--- src/rtl/cpu_mc_control_pkg.sv ---
// Shared encodings for the multi-cycle control unit: states, opcodes,
// writeback/PC-source selects and the decoded control bundle.
package cpu_ctrl_pkg;

  typedef enum logic [2:0] {
    S_FETCH  = 3'd0,
    S_DECODE = 3'd1,
    S_EXEC   = 3'd2,
    S_MEM    = 3'd3,
    S_WB     = 3'd4,
    S_BRANCH = 3'd5,
    S_HALT   = 3'd6
  } state_t;

  localparam logic [3:0] OP_ADD    = 4'h0;
  localparam logic [3:0] OP_SUB    = 4'h1;
  localparam logic [3:0] OP_XOR    = 4'h2;
  localparam logic [3:0] OP_RED    = 4'h3;
  localparam logic [3:0] OP_SLL    = 4'h4;
  localparam logic [3:0] OP_SRA    = 4'h5;
  localparam logic [3:0] OP_ROR    = 4'h6;
  localparam logic [3:0] OP_PADDSB = 4'h7;
  localparam logic [3:0] OP_LW     = 4'h8;
  localparam logic [3:0] OP_SW     = 4'h9;
  localparam logic [3:0] OP_LLB    = 4'hA;
  localparam logic [3:0] OP_LHB    = 4'hB;
  localparam logic [3:0] OP_B      = 4'hC;
  localparam logic [3:0] OP_BR     = 4'hD;
  localparam logic [3:0] OP_PCS    = 4'hE;
  localparam logic [3:0] OP_HLT    = 4'hF;

  localparam logic [1:0] MTR_PC  = 2'b00;
  localparam logic [1:0] MTR_IMM = 2'b01;
  localparam logic [1:0] MTR_ALU = 2'b10;
  localparam logic [1:0] MTR_MEM = 2'b11;

  localparam logic [1:0] PCS_NEXT = 2'b00;
  localparam logic [1:0] PCS_REG  = 2'b01;
  localparam logic [1:0] PCS_IMM  = 2'b11;

  typedef struct packed {
    logic       imem_req;
    logic       ir_write;
    logic       pc_write;
    logic [1:0] pc_sour;
    logic       reg_read;
    logic [2:0] alu_op;
    logic       alu_src;
    logic       mem_read;
    logic       mem_write;
    logic [1:0] mem_to_reg;
    logic       reg_write;
    logic       lh;
    logic       hlt;
  } ctrl_t;

endpackage

--- src/rtl/cpu_mc_control_outdec.sv ---
// Combinational decode of (state, opcode) into the datapath control bundle.
// Only FETCH (ack) and BRANCH (br_taken) look at live inputs.
module cpu_mc_outdec
  import cpu_ctrl_pkg::*;
(
  input  state_t     i_state,
  input  logic [3:0] i_op,
  input  logic       i_legal,
  input  logic       i_imem_ack,
  input  logic       i_br_taken,
  output ctrl_t      o_ctrl
);

  always_comb begin
    o_ctrl = '0;
    case (i_state)
      S_FETCH: begin
        o_ctrl.imem_req = 1'b1;
        o_ctrl.ir_write = i_imem_ack;
        o_ctrl.pc_write = i_imem_ack;
        o_ctrl.pc_sour  = PCS_NEXT;
      end
      S_DECODE: o_ctrl.reg_read = i_legal && (i_op <= OP_SW || i_op == OP_BR);
      S_EXEC, S_MEM: begin
        // MEM keeps the address computation stable while waiting for the ack
        o_ctrl.alu_op  = i_op[3] ? 3'b000 : i_op[2:0];
        o_ctrl.alu_src = (i_op >= OP_SLL && i_op <= OP_ROR) || i_op == OP_LW || i_op == OP_SW;
        if (i_state == S_MEM) begin
          o_ctrl.mem_read  = (i_op == OP_LW);
          o_ctrl.mem_write = (i_op == OP_SW);
        end
      end
      S_WB: begin
        o_ctrl.reg_write = 1'b1;
        o_ctrl.lh        = (i_op == OP_LHB);
        case (i_op)
          OP_LW:          o_ctrl.mem_to_reg = MTR_MEM;
          OP_LLB, OP_LHB: o_ctrl.mem_to_reg = MTR_IMM;
          OP_PCS:         o_ctrl.mem_to_reg = MTR_PC;
          default:        o_ctrl.mem_to_reg = MTR_ALU;
        endcase
      end
      S_BRANCH: begin
        o_ctrl.pc_sour  = (i_op == OP_B) ? PCS_IMM : PCS_REG;
        o_ctrl.pc_write = i_br_taken;
      end
      S_HALT:  o_ctrl.hlt = 1'b1;
      default: o_ctrl = '0;
    endcase
  end

endmodule

--- src/rtl/cpu_mc_control.sv ---
// Multi-cycle control FSM with memory wait handling and optional timeout.
// Define CPU_MC_CONTROL_PERF_EN to add cycle/instruction counters.
module cpu_mc_control
  import cpu_ctrl_pkg::*;
#(
  parameter int OPC_W       = 4,
  parameter int ALUOP_W     = 3,
  parameter int MEM_TIMEOUT = 0,
  parameter int CNT_W       = 32
) (
  input  logic               clk,
  input  logic               rst,
  input  logic [OPC_W-1:0]   opcode,
  input  logic               br_taken,
  input  logic               imem_ack,
  input  logic               dmem_ack,
  output logic               imem_req,
  output logic               IRWrite,
  output logic               PCWrite,
  output logic [1:0]         PCSour,
  output logic               RegRead,
  output logic [ALUOP_W-1:0] ALUOp,
  output logic               ALUsrc,
  output logic               MemRead,
  output logic               MemWrite,
  output logic [1:0]         MemtoReg,
  output logic               RegWrite,
  output logic               LH,
  output logic               HLT,
  output logic               illegal_op,
  output logic               mem_timeout,
  output logic [2:0]         state
`ifdef CPU_MC_CONTROL_PERF_EN
  ,
  output logic [CNT_W-1:0]   cyc_cnt,
  output logic [CNT_W-1:0]   instr_cnt
`endif
);

  localparam logic [31:0] WAIT_LIM = (MEM_TIMEOUT > 0) ? 32'(MEM_TIMEOUT - 1) : 32'd0;

  state_t      r_state, w_next;
  logic [3:0]  r_opq;
  logic        r_ill, r_to;
  logic [31:0] r_wait;
  logic        w_upper_nz, w_pending, w_ack, w_to_hit;
  logic [3:0]  w_op;
  ctrl_t       w_ctrl, w_oc;

  assign w_upper_nz = |(opcode >> 4);
  assign w_pending  = (r_state == S_FETCH) || (r_state == S_MEM);
  assign w_ack      = (r_state == S_FETCH) ? imem_ack : dmem_ack;
  // An ack in the limit cycle still completes the access
  assign w_to_hit   = (MEM_TIMEOUT > 0) && w_pending && !w_ack && (r_wait == WAIT_LIM);
  assign w_op       = (r_state == S_DECODE) ? opcode[3:0] : r_opq;

  always_comb begin
    w_next = r_state;
    case (r_state)
      S_FETCH:  if (imem_ack) w_next = S_DECODE; else if (w_to_hit) w_next = S_HALT;
      S_DECODE: begin
        if (w_upper_nz) w_next = S_HALT;
        else case (opcode[3:0])
          OP_HLT:                 w_next = S_HALT;
          OP_B, OP_BR:            w_next = S_BRANCH;
          OP_LLB, OP_LHB, OP_PCS: w_next = S_WB;
          default:                w_next = S_EXEC;
        endcase
      end
      S_EXEC:   w_next = (r_opq == OP_LW || r_opq == OP_SW) ? S_MEM : S_WB;
      S_MEM: begin
        if (dmem_ack)      w_next = (r_opq == OP_LW) ? S_WB : S_FETCH;
        else if (w_to_hit) w_next = S_HALT;
      end
      S_WB, S_BRANCH: w_next = S_FETCH;
      S_HALT:   w_next = S_HALT;
      default:  w_next = S_HALT;
    endcase
  end

  always_ff @(posedge clk) begin
    if (rst) begin
      r_state <= S_FETCH;
      r_opq   <= '0;
      r_ill   <= 1'b0;
      r_to    <= 1'b0;
      r_wait  <= '0;
    end else begin
      r_state <= w_next;
      if (r_state == S_DECODE) begin
        r_opq <= opcode[3:0];
        if (w_upper_nz) r_ill <= 1'b1;
      end
      if (w_to_hit) r_to <= 1'b1;
      r_wait <= (w_pending && !w_ack) ? r_wait + 32'd1 : 32'd0;
    end
  end

  cpu_mc_outdec u_outdec (
    .i_state    (r_state),
    .i_op       (w_op),
    .i_legal    (!w_upper_nz),
    .i_imem_ack (imem_ack),
    .i_br_taken (br_taken),
    .o_ctrl     (w_ctrl)
  );

  // Reset forces every output low in the same cycle, aborting any access
  assign w_oc        = rst ? '0 : w_ctrl;
  assign imem_req    = w_oc.imem_req;
  assign IRWrite     = w_oc.ir_write;
  assign PCWrite     = w_oc.pc_write;
  assign PCSour      = w_oc.pc_sour;
  assign RegRead     = w_oc.reg_read;
  assign ALUOp       = ALUOP_W'(w_oc.alu_op);
  assign ALUsrc      = w_oc.alu_src;
  assign MemRead     = w_oc.mem_read;
  assign MemWrite    = w_oc.mem_write;
  assign MemtoReg    = w_oc.mem_to_reg;
  assign RegWrite    = w_oc.reg_write;
  assign LH          = w_oc.lh;
  assign HLT         = w_oc.hlt;
  assign illegal_op  = r_ill & ~rst;
  assign mem_timeout = r_to & ~rst;
  assign state       = rst ? 3'd0 : r_state;

`ifdef CPU_MC_CONTROL_PERF_EN
  logic [CNT_W-1:0] r_cyc, r_instr;

  always_ff @(posedge clk) begin
    if (rst) begin
      r_cyc   <= '0;
      r_instr <= '0;
    end else begin
      if (r_state != S_HALT) r_cyc <= r_cyc + 1'b1;
      if (w_next == S_FETCH &&
          (r_state == S_WB || r_state == S_MEM || r_state == S_BRANCH))
        r_instr <= r_instr + 1'b1;
    end
  end

  assign cyc_cnt   = rst ? '0 : r_cyc;
  assign instr_cnt = rst ? '0 : r_instr;
`else
  // Keeps CNT_W referenced when the counters are compiled out
  logic [CNT_W-1:0] w_unused_cnt;
  assign w_unused_cnt = '0;
`endif

endmodule

--- config.mk ---
export PLATFORM = sky130hd
export DESIGN_NAME = cpu_mc_control
export DESIGN_NICKNAME = d
export VERILOG_FILES = /design/src/rtl/cpu_mc_control_pkg.sv /design/src/rtl/cpu_mc_control_outdec.sv /design/src/rtl/cpu_mc_control.sv
export SDC_FILE = /design/constraint.sdc
export NUM_CORES = 1
export LEC_CHECK = 0
export ABC_AREA = 1
export ABC_CLOCK_PERIOD_IN_PS = 1670
export CORE_MARGIN = 2
export CORE_UTILIZATION = 40
export DETAILED_ROUTE_END_ITERATION = 8
export HOLD_SLACK_MARGIN = 0.08
export PLACE_DENSITY = 0.75
export SLEW_MARGIN = 20
export SYNTH_ARGS = -nofsm -noshare
export SYNTH_HDL_FRONTEND = slang
export SYNTH_SLANG_ARGS = --single-unit
export TNS_END_PERCENT = 1
--- constraint.sdc ---
create_clock -name clk -period 1.67 [get_ports clk]
set_input_delay 0.334 -clock clk [delete_from_list [all_inputs] [get_ports clk]]
set_output_delay 0.334 -clock clk [all_outputs]
set_load 0.02 [all_outputs]
Yosys cells after proc, flatten, opt, wreduce, memory -nomap -nowiden
Cells that the tools add are included.
{ "op_classes": {"n_mux": 19, "order_cmp": 3, "n_eq_ne": 23, "n_reduce_logical": 12} }
{ "op_table": {"columns": ["op", "n"], "rows": [
  ["$eq 4x4->1 const B", 15],
  ["$mux 3", 6],
  ["$mux 17", 1],
  ["$pmux 3 s5", 1],
  ["$eq 3x3->1 const B", 3],
  ["$pmux 3 s3", 1],
  ["$mux 4", 2],
  ["$reduce_or 2->1", 4],
  ["$eq 3x2->1 const B", 2],
  ["$mux 2", 3],
  ["$mux 6", 1],
  ["$pmux 2 s3", 1],
  ["$pmux 3 s2", 1],
  ["$ge 4x3->1 const B", 1],
  ["$le 4x3->1 const B", 1],
  ["$le 4x4->1 const B", 1],
  ["$logic_or 1x1->1", 4],
  ["$ne 2x2->1 const B", 2],
  ["$eq 3x1->1 const B", 1],
  ["$logic_not 3->1", 1],
  ["$reduce_or 3->1", 1],
  ["$mux 1", 2],
  ["$reduce_and 2->1", 1],
  ["$logic_and 1x1->1", 1]
]} }
{ "word_totals": {"register_bits": 7, "out_inout_bits": 22, "input_bits": 9} }

Longest topological paths before layout
{ "logic_depth": {"depth_word": 8, "depth_mapped": 9, "depth_no_buf": 8} }

Hierarchy
Synthesis repeated with hierarchy kept, for this count alone.
{ "unflattened": {"cells_unflattened": 172, "hier_area_um2": 882.1} }
{ "modules_own_cells": {"columns": ["mod", "area_per_inst_um2", "n_inst", "cells_each"], "rows": [
  ["cpu_mc_control", 604.3, 1, 116],
  ["cpu_mc_outdec", 277.8, 1, 56]
]} }

Least setup slack after synthesis
Ideal clock, no wire load.
{ "synth_path": {"path_type": "reg2out", "start": "register r_state[2]", "end": "output port LH", "arrival_time_ns": 1.463, "path_stages_with_launch": 7, "path_buffers": 0, "slack_ns": -0.127, "required_time_ns": 1.336, "path_cell_list": "dfxtp_1 > inv_4 > nor2_4 > inv_2 > nor3_4 > nand3_2 > nor2_1"} }
{ "synth_via": {"elab_chain_len": 5, "elab_cells_between_ends": 6, "cone_classes": "3 x eq/ne; 3 x mux"} }
{ "synth_lines": {"columns": ["item", "line", "source"], "rows": [
  ["start, declared", "cpu_mc_control.sv:42", "state_t r_state, w_next;"],
  ["start signal, assigned", "cpu_mc_control.sv:89", "r_state <= w_next;"],
  ["$eq 3x1->1", "cpu_mc_control.sv:55", "assign w_op = (r_state == S_DECODE) ? opcode[3:0] : r_opq;"],
  ["$mux 4", null, null],
  ["$eq 4x4->1", "cpu_mc_control_outdec.sv:35", "o_ctrl.lh = (i_op == OP_LHB);"],
  ["$mux 4 *", "cpu_mc_control_outdec.sv:16", "case (i_state)"],
  ["$mux 17 *", "cpu_mc_control.sv:109", "assign w_oc = rst ? '0 : w_ctrl;"],
  ["end, declared", "cpu_mc_control.sv:28", "output logic LH,"]
]} }
Mark *: on every way between the ends. The rest lies on a longest branch, timed or not.

Final worst setup path
{ "layout_path": {"start": "register r_state[1]", "end": "output port PCSour[1]"} }
{ "layout_via": {"elab_chain_len": 6, "elab_cells_between_ends": 8, "cone_classes": "3 x eq/ne; 4 x mux; 1 x reduce/logical"} }
{ "layout_lines": {"columns": ["item", "line", "source"], "rows": [
  ["$eq 3x1->1", "cpu_mc_control.sv:55", null],
  ["$mux 4", null, null],
  ["$eq 4x4->1", "cpu_mc_control_outdec.sv:44", "o_ctrl.pc_sour = (i_op == OP_B) ? PCS_IMM : PCS_REG;"],
  ["$mux 2", "cpu_mc_control_outdec.sv:44", null],
  ["$pmux 3 s2 *", "cpu_mc_control_outdec.sv:16", null],
  ["$mux 17 *", "cpu_mc_control.sv:109", null],
  ["end, declared", "cpu_mc_control.sv:20", "output logic [1:0] PCSour,"]
]} }
Marks and branches as above.

==> summary.md <==
| Metric | Value |
|---|---|
| Post-layout net count | `213` |
| Xor/xnor share of the synthesized area | `0%` |
| Via count of the first global-routing pass | `1081` |
| Die width | `47.7 um` |
| Largest net degree at the start of global routing | `10` |
| Longest Clk Path Bufs | `2` |
| Depth of the most critical reg-to-reg path | `9` |
| Average cell area after synthesis | `5.66 um^2` |
| Number of nets with antenna violations after detailed routing | `0` |
| Deepest level of the CTS H-tree | `1` |
| Distinct cells, synth | `26` |
| Worst hold path class | `in -> reg` |
| Share of synthesized area occupied by flip-flops and latches | `18.3%` |
| Total of endpoints with negative setup slack in the final report | `13` |
| Combinational family with the most area after synthesis | `simple AND/OR/NAND/NOR gates` |
| Worst setup margin | `-0.275 ns` |
| Primary FF master, synth | `dfxtp_1` |
| Hold_buf cts | `0` |
| Async set-reset flop share out of synthesis | `0%` |
| Die area | `0.00228 mm^2` |
| Multiplexer area fraction after synthesis | `0%` |
| Number of buffers created by CTS | `3` |
| Utilization after layout | `84.8%` |
| Filler Cell Count | `111` |
| Number of buffers added on ports | `28` |
| Number of standard cells after synthesis | `135` |
| Via count | `1273` |
| Final cycle utilization of the critical path | `116%` |
| Number of core rows | `15` |
| Post-synthesis compound-gate area fraction | `5.73%` |
| VDD IR max | `1.02 mV` |
| Number of clock sinks | `7` |
| Adder-cell share of the synthesized area | `0%` |
| P&R area growth vs syn | `95.7%` |
| Number of vias per cell | `5.58` |
| Number of cells traversed by the worst hold path | `3` |
| Final Max Slew Viols | `0` |
| Number of antenna violations at the first check in global routing | `0` |
| Layout cell share with drive strength beyond 1 | `50.7%` |
| Area share of the largest cell type after synthesis | `18.7%` |
| Count of warnings emitted by yosys | `0` |
| Later-pin clock latency in the skew report | `0.26 ns` |
| DR iter-0 viols | `96` |
| Final total power | `0.00230 W` |
| Clock transition at path regs | `0.06 ns` |
| Clock period minus worst slack | `1.94 ns` |
| Detailed-route DRC error count | `0` |
| Detailed-route wire length per cell | `17.0 um` |
| Max Clock Freq | `514 MHz` |
| Total routing resource utilization after global routing | `28.3%` |
| Number of top-level pins | `31` |
| Top library cells by usage in the layout, fill and taps aside | `buf_4, nand2_1, nor2_1, inv_1, nand3_1` |
| Static Leakage | `0.770 nW` |
| Flop and latch count out of synthesis | `7` |
| Result of the run | `finished, violations left` |
| Sort of element at the start of the critical path | `flop` |
| Worst setup skew after layout | `0.0101 ns` |
| Total congestion overflow after global routing | `0` |
| Global placer's final weighted congestion | `0.867` |
| Synth Area in Simple Gates | `61.5%` |
| Root buffer cell | `clkbuf_4` |
| Power density over cell area | `1540 mW/mm^2` |
| Placeable Area | `0.00176 mm^2` |
| Number of hold violations in the final report | `0` |
| Worst setup path category | `reg -> out` |
| TritonCTS clock tree | `done` |
| Antenna cell count | `0` |
| Setup repair after global routing missed its margin | `true` |
| Critical path arrival | `1.61 ns` |
| Cell area after technology mapping | `764 um^2` |
| Worst Path Max Fanout | `6` |
| Count of flip-flops with a built-in enable after synthesis | `0` |
| First-pass DRT Iterations | `5` |
| Starting Density | `43.3%` |
| Global-route wire length before repair | `4520 um` |
| CP endpoint kind | `output port` |
| Final wirelength | `3880 um` |
| Failing checks | `negative setup slack` |
| Cells taking the most area after synthesis | `nand2_1, dfxtp_1, nor2_1, nand3_1, inv_1` |
| Total half-perimeter wirelength after legalization and detailed placement | `2120 um` |
| Most frequent standard cell in the layout excluding fill and tap cells | `buf_4` |
| Chip Height | `47.7 um` |
| Required time of the critical path | `1.34 ns` |
| Max-capacitance violation count | `0` |
| Largest area contributor in the synthesized netlist | `nand2_1` |
-- critical path: stages (launching register included) --
cell	delay (ns)
dfxtp_4	0.39
inv_6	0.10
nand2_4	0.05
nor2_4	0.16
nand2_1	0.11
nand2_2	0.16
nand2_2	0.10
nor3_2	0.11
buf_4	0.16
-- final timing paths --
| path | from | to | slack (ns) |
|---|---|---|---|
| min | rst | r_opq[3] | 0.67 |
| max reg2reg | r_state[0] | r_state[0] | 0.26 |
| min reg2reg | r_opq[0] | r_opq[0] | 0.72 |
| max | r_state[1] | PCSour[1] | -0.27 |
-- synth_stat cells (2+ instances only) --
library cell / instances
nand2_4: 2
nor2_1: 27
nand2_2: 2
nor2_2: 2
nand2_1: 38
nor3_1: 2
o21ai_0: 3
nand4_1: 4
dfxtp_1: 7
a21oi_1: 4
buf_4: 4
inv_1: 14
nand3_1: 13
-- power by group --
group / switching (W) / internal (W)
clock network: 0.0000724 / 0.0000880
logic: 0.00104 / 0.000760
registers: 0.000102 / 0.000238
total: 0.00122 / 0.00109
-- sequential cells by signal (all words and copies together), names as in the netlist --
signal / cells
r_opq: 4
r_state: 3
-- logic make-up (layout without fill, tap and decap cells) --
kind of cell	after synthesis	count (layout)
other cells	1	2
flops	7	7
simple gates	97	98
buf+inv	22	88
compound gates	8	8
-- repair_timing --
item                       in CTS  in global routing
hold endpoints to repair        0                  0
setup endpoints to repair      20                 16
buffers inserted                4                  2
resized for setup             106                 29
cloned                          0                  1
pin swaps                       7                 19
-- layer usage --
layer	global-route usage, %	up-vias	part of all wire [%]
met1	33.6	582	36
met5	0	-	0
met4	9.19	0	4.8
met3	4.91	26	9.3
li1	-	564	-
met2	50.9	101	50
-- metrics by stage --
step	instances	worst slack (ns)	TNS [ns]	area, um^2	hold slack, ns
after floorplan	136	-0.0387	-0.0656	802	0.524
after global placement	217	-0.703	-10.89	1320	0.693
after detailed placement	217	-0.795	-12.13	1320	0.727
after CTS	225	-0.185	-1.80	1380	0.666
after global routing	228	-0.404	-3.77	1500	0.668
final	228	-0.275	-2.56	1500	0.669
-- final cells by class --
type / instances / area (um^2) / area share (%)
Sequential cell: 7 / 151 / 10.1
Inverter: 17 / 73.8 / 4.93
Multi-Input combinational cell: 108 / 678 / 45.3
Clock buffer: 3 / 22.5 / 1.51
Tap cell: 25 / 31.3 / 2.09
Clock inverter: 1 / 5.00 / 0.334
Timing Repair Buffer: 67 / 534 / 35.7
Note: power is estimated with default switching activity, not from simulation.
